**src/rtl/sram_like_arbiter_if.sv**
```systemverilog
// Bundle of the upstream per-channel sram_like buses and the single downstream sram_like port.
// The slave modport is the arbiter's view; the master modport is the environment's view.
interface sram_like_arbiter_if #(
  parameter int NCH = 2,
  parameter int AW  = 32,
  parameter int DW  = 32
);
  logic [NCH-1:0]    m_req;
  logic [NCH-1:0]    m_wr;
  logic [2*NCH-1:0]  m_size;
  logic [AW*NCH-1:0] m_addr;
  logic [DW*NCH-1:0] m_wdata;
  logic [DW-1:0]     m_rdata;
  logic [NCH-1:0]    m_addr_ok;
  logic [NCH-1:0]    m_data_ok;

  logic              s_req;
  logic              s_wr;
  logic [1:0]        s_size;
  logic [AW-1:0]     s_addr;
  logic [DW-1:0]     s_wdata;
  logic [DW-1:0]     s_rdata;
  logic              s_addr_ok;
  logic              s_data_ok;

  modport slave (
    input  m_req, m_wr, m_size, m_addr, m_wdata, s_rdata, s_addr_ok, s_data_ok,
    output m_rdata, m_addr_ok, m_data_ok, s_req, s_wr, s_size, s_addr, s_wdata
  );

  modport master (
    output m_req, m_wr, m_size, m_addr, m_wdata, s_rdata, s_addr_ok, s_data_ok,
    input  m_rdata, m_addr_ok, m_data_ok, s_req, s_wr, s_size, s_addr, s_wdata
  );
endinterface

```
**src/rtl/sram_like_arbiter.sv**
```systemverilog
// NCH:1 sram_like arbiter with round-robin or fixed-priority grant, address-phase lock,
// and an ID FIFO that routes in-order data_ok back to the issuing channel.
module sram_like_arbiter #(
  parameter int NCH    = 2,
  parameter int AW     = 32,
  parameter int DW     = 32,
  parameter int MAXOUT = 2,
  parameter int PRIO   = 0
) (
  input  logic                         clk,
  input  logic                         rst_n,
  sram_like_arbiter_if.slave           bus,
  output logic [$clog2(MAXOUT+1)-1:0]  outstanding_o,
  output logic                         err_unexp_o
);
  localparam int IDW = (NCH > 1) ? $clog2(NCH) : 1;
  localparam int PW  = (MAXOUT > 1) ? $clog2(MAXOUT) : 1;
  localparam int CW  = $clog2(MAXOUT + 1);

  typedef logic [IDW-1:0] id_t;

  id_t           rr_q, rr_d, lock_id_q, lock_id_d;
  logic          lock_q, lock_d, err_q, err_d;
  logic [PW-1:0] wr_q, wr_d, rd_q, rd_d;
  logic [CW-1:0] occ_q, occ_d;
  id_t           fifo_q [MAXOUT];

  id_t  grant, scan_id, base_id, head;
  logic found, full, empty, push, pop;

  function automatic logic [PW-1:0] ptr_inc(input logic [PW-1:0] p);
    return (p == PW'(MAXOUT - 1)) ? '0 : p + 1'b1;
  endfunction

  assign full  = (occ_q == CW'(MAXOUT));
  assign empty = (occ_q == '0);
  assign head  = fifo_q[rd_q];

  // A held lock wins outright; otherwise scan upward from the base with wrap.
  always_comb begin
    // NOTE: every comb output gets a default first so no path leaves it unassigned (no latch).
    base_id = (PRIO == 0) ? rr_q : '0;
    grant   = lock_id_q;
    found   = lock_q;
    scan_id = '0;
    for (int k = 0; k < NCH; k++) begin
      scan_id = id_t'((int'(base_id) + k) % NCH);
      if (!found && bus.m_req[scan_id]) begin
        found = 1'b1;
        grant = scan_id;
      end
    end
  end

  // Full blocks issue even when a pop lands in the same cycle: no data_ok -> req comb path.
  always_comb begin
    bus.s_req   = rst_n & bus.m_req[grant] & ~full;
    bus.s_wr    = bus.m_wr[grant];
    bus.s_size  = bus.m_size[2*int'(grant) +: 2];
    bus.s_addr  = bus.m_addr[AW*int'(grant) +: AW];
    bus.s_wdata = bus.m_wdata[DW*int'(grant) +: DW];
    bus.m_rdata = bus.s_rdata;

    push = bus.s_req & bus.s_addr_ok;
    pop  = bus.s_data_ok & ~empty;

    bus.m_addr_ok        = '0;
    bus.m_addr_ok[grant] = push;
    bus.m_data_ok        = '0;
    bus.m_data_ok[head]  = pop;
  end

  always_comb begin
    lock_d    = lock_q;
    lock_id_d = lock_id_q;
    rr_d      = rr_q;
    wr_d      = wr_q;
    rd_d      = rd_q;
    occ_d     = occ_q + CW'(push) - CW'(pop);
    err_d     = err_q | (bus.s_data_ok & empty);

    if (push) begin
      lock_d = 1'b0;
      wr_d   = ptr_inc(wr_q);
      if (PRIO == 0) rr_d = id_t'((int'(grant) + 1) % NCH);
    end else if (bus.s_req) begin
      // Pin the grant so the request fields stay stable until addr_ok.
      lock_d    = 1'b1;
      lock_id_d = grant;
    end

    if (pop) rd_d = ptr_inc(rd_q);
  end

  // NOTE: sequential state uses non-blocking assignments so every register samples pre-edge values.
  always_ff @(posedge clk or negedge rst_n) begin
    if (!rst_n) begin
      rr_q      <= '0;
      lock_q    <= 1'b0;
      lock_id_q <= '0;
      wr_q      <= '0;
      rd_q      <= '0;
      occ_q     <= '0;
      err_q     <= 1'b0;
    end else begin
      rr_q      <= rr_d;
      lock_q    <= lock_d;
      lock_id_q <= lock_id_d;
      wr_q      <= wr_d;
      rd_q      <= rd_d;
      occ_q     <= occ_d;
      err_q     <= err_d;
    end
  end

  // NOTE: FIFO storage is not reset; entries are only read when occupancy says they are valid.
  always_ff @(posedge clk) begin
    if (push) fifo_q[wr_q] <= grant;
  end

  assign outstanding_o = occ_q;
  assign err_unexp_o   = err_q;
endmodule
```
**src/flat_wrapper.sv**
```systemverilog
// flat-port wrapper written by rule: the top's interface ports become plain ports
module sram_like_arbiter_flat 
#(
  parameter int NCH    = 2,
  parameter int AW     = 32,
  parameter int DW     = 32,
  parameter int MAXOUT = 2,
  parameter int PRIO   = 0
)
  (clk, rst_n, outstanding_o, err_unexp_o, bus_m_req, bus_m_wr, bus_m_size, bus_m_addr, bus_m_wdata, bus_s_rdata, bus_s_addr_ok, bus_s_data_ok, bus_m_rdata, bus_m_addr_ok, bus_m_data_ok, bus_s_req, bus_s_wr, bus_s_size, bus_s_addr, bus_s_wdata);
  sram_like_arbiter_if #(.NCH(NCH), .AW(AW), .DW(DW)) bus_i ();
  input  logic clk;
  input  logic rst_n;
  output logic [$clog2(MAXOUT+1)-1:0] outstanding_o;
  output logic err_unexp_o;
  input wire logic [$bits(bus_i.m_req)-1:0] bus_m_req;
  input wire logic [$bits(bus_i.m_wr)-1:0] bus_m_wr;
  input wire logic [$bits(bus_i.m_size)-1:0] bus_m_size;
  input wire logic [$bits(bus_i.m_addr)-1:0] bus_m_addr;
  input wire logic [$bits(bus_i.m_wdata)-1:0] bus_m_wdata;
  input wire logic [$bits(bus_i.s_rdata)-1:0] bus_s_rdata;
  input wire logic [$bits(bus_i.s_addr_ok)-1:0] bus_s_addr_ok;
  input wire logic [$bits(bus_i.s_data_ok)-1:0] bus_s_data_ok;
  output wire logic [$bits(bus_i.m_rdata)-1:0] bus_m_rdata;
  output wire logic [$bits(bus_i.m_addr_ok)-1:0] bus_m_addr_ok;
  output wire logic [$bits(bus_i.m_data_ok)-1:0] bus_m_data_ok;
  output wire logic [$bits(bus_i.s_req)-1:0] bus_s_req;
  output wire logic [$bits(bus_i.s_wr)-1:0] bus_s_wr;
  output wire logic [$bits(bus_i.s_size)-1:0] bus_s_size;
  output wire logic [$bits(bus_i.s_addr)-1:0] bus_s_addr;
  output wire logic [$bits(bus_i.s_wdata)-1:0] bus_s_wdata;
  assign bus_i.m_req = bus_m_req;
  assign bus_i.m_wr = bus_m_wr;
  assign bus_i.m_size = bus_m_size;
  assign bus_i.m_addr = bus_m_addr;
  assign bus_i.m_wdata = bus_m_wdata;
  assign bus_i.s_rdata = bus_s_rdata;
  assign bus_i.s_addr_ok = bus_s_addr_ok;
  assign bus_i.s_data_ok = bus_s_data_ok;
  assign bus_m_rdata = bus_i.m_rdata;
  assign bus_m_addr_ok = bus_i.m_addr_ok;
  assign bus_m_data_ok = bus_i.m_data_ok;
  assign bus_s_req = bus_i.s_req;
  assign bus_s_wr = bus_i.s_wr;
  assign bus_s_size = bus_i.s_size;
  assign bus_s_addr = bus_i.s_addr;
  assign bus_s_wdata = bus_i.s_wdata;
  sram_like_arbiter #(.NCH(NCH), .AW(AW), .DW(DW), .MAXOUT(MAXOUT), .PRIO(PRIO)) u_core (.clk(clk), .rst_n(rst_n), .bus(bus_i), .outstanding_o(outstanding_o), .err_unexp_o(err_unexp_o));
endmodule
```
**config.mk**
```make
export PLATFORM = sky130hd
export DESIGN_NAME = sram_like_arbiter_flat
export DESIGN_NICKNAME = d
export VERILOG_FILES = /design/src/rtl/sram_like_arbiter_if.sv /design/src/rtl/sram_like_arbiter.sv /design/src/flat_wrapper.sv
export SDC_FILE = /design/constraint.sdc
export NUM_CORES = 1
export LEC_CHECK = 0
export BUFFER_PORTS_ARGS = -buffer_cell sky130_fd_sc_hd__buf_2
export CAP_MARGIN = 15
export CORE_AREA = 2 2 107 109
export CTS_CLUSTER_SIZE = 25
export DETAILED_ROUTE_END_ITERATION = 10
export DIE_AREA = 0 0 109 111
export SYNTH_ARGS = -nofsm -noshare
export SYNTH_HDL_FRONTEND = slang
export SYNTH_SLANG_ARGS = --single-unit
```
**constraint.sdc**
```tcl
create_clock -name clk -period 2.3 [get_ports clk]
set_input_delay 0.46 -clock clk [delete_from_list [all_inputs] [get_ports clk]]
set_output_delay 0.46 -clock clk [all_outputs]
set_load 0.01 [all_outputs]
```
==> impl_metrics.py <==
metrics = {
    "clocking": {
        "cts_tree": "done",
        "clk_latency_ps": 240,
        "path_clk_slew_ps": 40,
        "root_buffer": "clkbuf_16",
        "hold_buffers": 0,
        "cts_sinks": 10,
        "clockBufferDepth": 2,
        "htree_levels": 1,
        "cts_buffers": 3,
    },
    "synthesis": {
        "syn_area_sq_mm": 0.001949,
        "ys_seq_elements": 10,
        "syn_avg_cell_area_sq_um": 12.42,
        "synthCells": 157,
        "ys_warn_count": 0,
        "synth_fp_nets": 330,
        "ys_types": 31,
        "ys_seq_area_frac": 0.1335,
    },
    "sta": {
        "setup_viol": 60,
        "fmaxAchievable_ghz": 0.4255,
        "hold_viol": 0,
        "rsz0062_at_grt": "true",
        "timing.final.ws_setup_ps": -50.44,
        "worstMarginPinSlew_ps": 388.1,
        "relSlewSlack": 0.7406,
        "fin_crit_ps": 2350,
        "fin_crit_sh": 1.022,
        "finClkSkew_ps": 2.590,
        "tns_ps": -1243,
        "final-max-slew-violation-count": 0,
    },
    "die": {
        "fp.dieW_um": 109,
        "initial_core_util": 0.1760,
        "fp-row-count": 39,
        "die-area_sq_mm": 0.01210,
        "die_h_um": 111,
        "core_area_sq_mm": 0.01108,
        "io_pins": 279,
    },
    "final_layout": {
        "layout-drive-gt1-share": 0.8676,
        "final_cell_mix": "buf_2, mux2_4, buf_6",
        "stdcell_count": 498,
        "area_delta_synth_final_pct": 80.49,
        "diodes": 0,
        "layout_commonest_cell": "buf_2",
        "fin_nets": 529,
    },
    "worst_hold_path": {
        "holdCritPathClass": "in2async",
    },
    "power_and_ir_drop": {
        "p_leak_nw": 1.928,
        "irDropWorstVdd_uv": 501.2,
        "power_density_mw_per_mm2": 1195,
    },
    "drt": {
        "topRoutingLayerUsed": "met4",
        "num_vias": 1989,
        "wirelength_um": 7711,
        "via_per_inst": 3.994,
        "wl_met3_um": 1008,
        "first_iter_violations": 91,
        "wirelength_met1_um": 2862,
        "wl_per_cell_um": 15.48,
        "postRouteAntennaNets": 0,
        "wl_met2_um": 3806,
        "drc_errors": 0,
        "firstDrtPassIters": 4,
    },
    "place": {
        "dp_hpwl_um": 6257,
        "dpl_worst_slack_ps": -1.478,
        "gp_congestion": 0.8123,
        "dp.cells": 485,
        "io_buffer_count": 214,
    },
    "grt": {
        "grt_pass1_wl_um": 9666,
        "grt_remaining_overflow": 0,
        "grt_max_degree": 18,
        "grt_pass1_vias": 1913,
        "grt_usage": 0.1056,
        "antenna_found_initial": 0,
    },
    "flow_run": {
        "maxCapViolCount": 0,
    },
    "setup_path": {
        "critical_path.slowest_cell": "dfrtp_1",
        "crit_path_start_kind": "register",
        "crit_chain": "and2b_4, nor2_2, a21o_4, inv_12, buf_8, mux2_4, buf_6",
        "max_stage_delay_ps": 380,
        "reg2reg_slack_ps": 680,
        "cp_max_fo": 6,
        "arrival_ps": 1890,
        "critPathKind": "reg2out",
        "critPathCaptureType": "output pin",
        "required_ps": 1840,
    },
    "status": {
        "violations": "setup timing",
        "status": "finished with violations",
    },
}
[registers in the layout, indices dropped and copies added, names as in the netlist]
name,cells
u_core.lock_q,1
u_core.wr_q,1
u_core.base_id,1
u_core.fifo_q,2
u_core.lock_id_q,1
u_core.err_unexp_o,1
u_core.outstanding_o,2
u_core.rd_q,1
[power breakdown]
part / switching [mW] / leakage (nW) / internal [mW] / total (mW)
clock: 0.0813 / 0.0385 / 0.228 / 0.309
combinational: 1.39 / 1.78 / 2.17 / 3.57
sequential: 0.0672 / 0.108 / 0.260 / 0.327
total: 1.54 / 1.93 / 2.66 / 4.21
[worst paths after layout]
path / from / to / depth (start not counted)
worst max-delay path: u_core.lock_q$_DFFE_PN0P_ / bus_s_addr[30] / 7
worst min-delay path: rst_n / u_core.err_unexp_o$_DFF_PN0_ / 1
worst max register to register: u_core.lock_q$_DFFE_PN0P_ / u_core.fifo_q[1]$_DFFE_PP_ / 5
worst min register to register: u_core.err_unexp_o$_DFF_PN0_ / u_core.err_unexp_o$_DFF_PN0_ / 1
max in group asynchronous: rst_n / u_core.base_id$_DFFE_PN0P_ / 1
min in group clk: bus_s_data_ok / u_core.err_unexp_o$_DFF_PN0_ / 2
[cell type report]
cell class,instances,area [sq um]
inverters,4,27.53
repair buffers,232,1675
clock buffers,3,75.07
fillers,1117,7559
repair inverters,1,11.26
flip-flops and latches,10,260.3
multi-input cells,104,1286
clock inverters,1,3.754
well taps,143,178.9
[what timing repair did]
| action | in CTS | in global routing |
|---|---|---|
| gates resized for setup | 30 | 29 |
| cloned | 0 | 5 |
| setup endpoints to repair | 62 | 67 |
| setup buffers | 3 | 1 |
[cell usage after synthesis (all sizes together)]
library cell / number / area, sq um
a21o: 3 / 30.02
a41oi: 1 / 8.760
and2: 3 / 18.77
and2b: 2 / 17.52
and3: 2 / 12.51
buf: 39 / 380.4
dfrtp: 8 / 200.2
edfxtp: 2 / 60.06
ha: 1 / 12.51
inv: 4 / 22.52
mux2: 67 / 1006
mux2i: 1 / 10.01
nand2: 1 / 3.750
nand2b: 2 / 12.51
nor2: 6 / 25.03
nor2b: 1 / 6.260
nor3: 2 / 10.01
nor3b: 1 / 7.510
o21ai: 2 / 10.00
o22a: 1 / 8.760
o311ai: 1 / 26.28
o32a: 1 / 10.01
or3: 1 / 6.260
xnor2: 4 / 35.03
xor2: 1 / 8.760
[routing by layer]
layer | vias to the layer above | global-route usage
li1 | 923 | -
met1 | 919 | 0.1267
met2 | 145 | 0.1880
met3 | 2 | 0.02881
met4 | 0 | 0.01709
met5 | - | 0
[critical path, delay by kind of cell (launching register included)]
family / cells / cell delay, ps
buffers and inverters: 3 / 380
DFF: 1 / 380
and+or+nand+nor: 2 / 300
muxes: 1 / 340
AOI/OAI and AO/OA: 1 / 250
[cells by family (layout without fill, tap and decap cells)]
family,count (synthesis),count (layout),synth area share
AOI/OAI and AO/OA,9,9,0.04813
xor gates and xnor gates,5,5,0.02246
buffers and inverters,43,241,0.2067
and+or+nand+nor,21,21,0.06163
muxes,68,68,0.5212
DFF,10,10,0.1335
adders and majority gates,1,1,0.006417
[stage by stage]
stage	area (sq um)	utilization	hold WS, ps	power, mW
3_3_place_gp	2944	0.2658	342.6	3.042
2_1_floorplan	1949	-	164.4	2.433
3_5_place_dp	2944	0.2658	344.6	3.072
4_1_cts	3227	0.2913	93.54	3.696
5_1_grt	3518	0.3176	102.0	4.428
6_report	3518	0.3176	94.72	4.205
No activity file was read; power rests on OpenSTA's default activity.
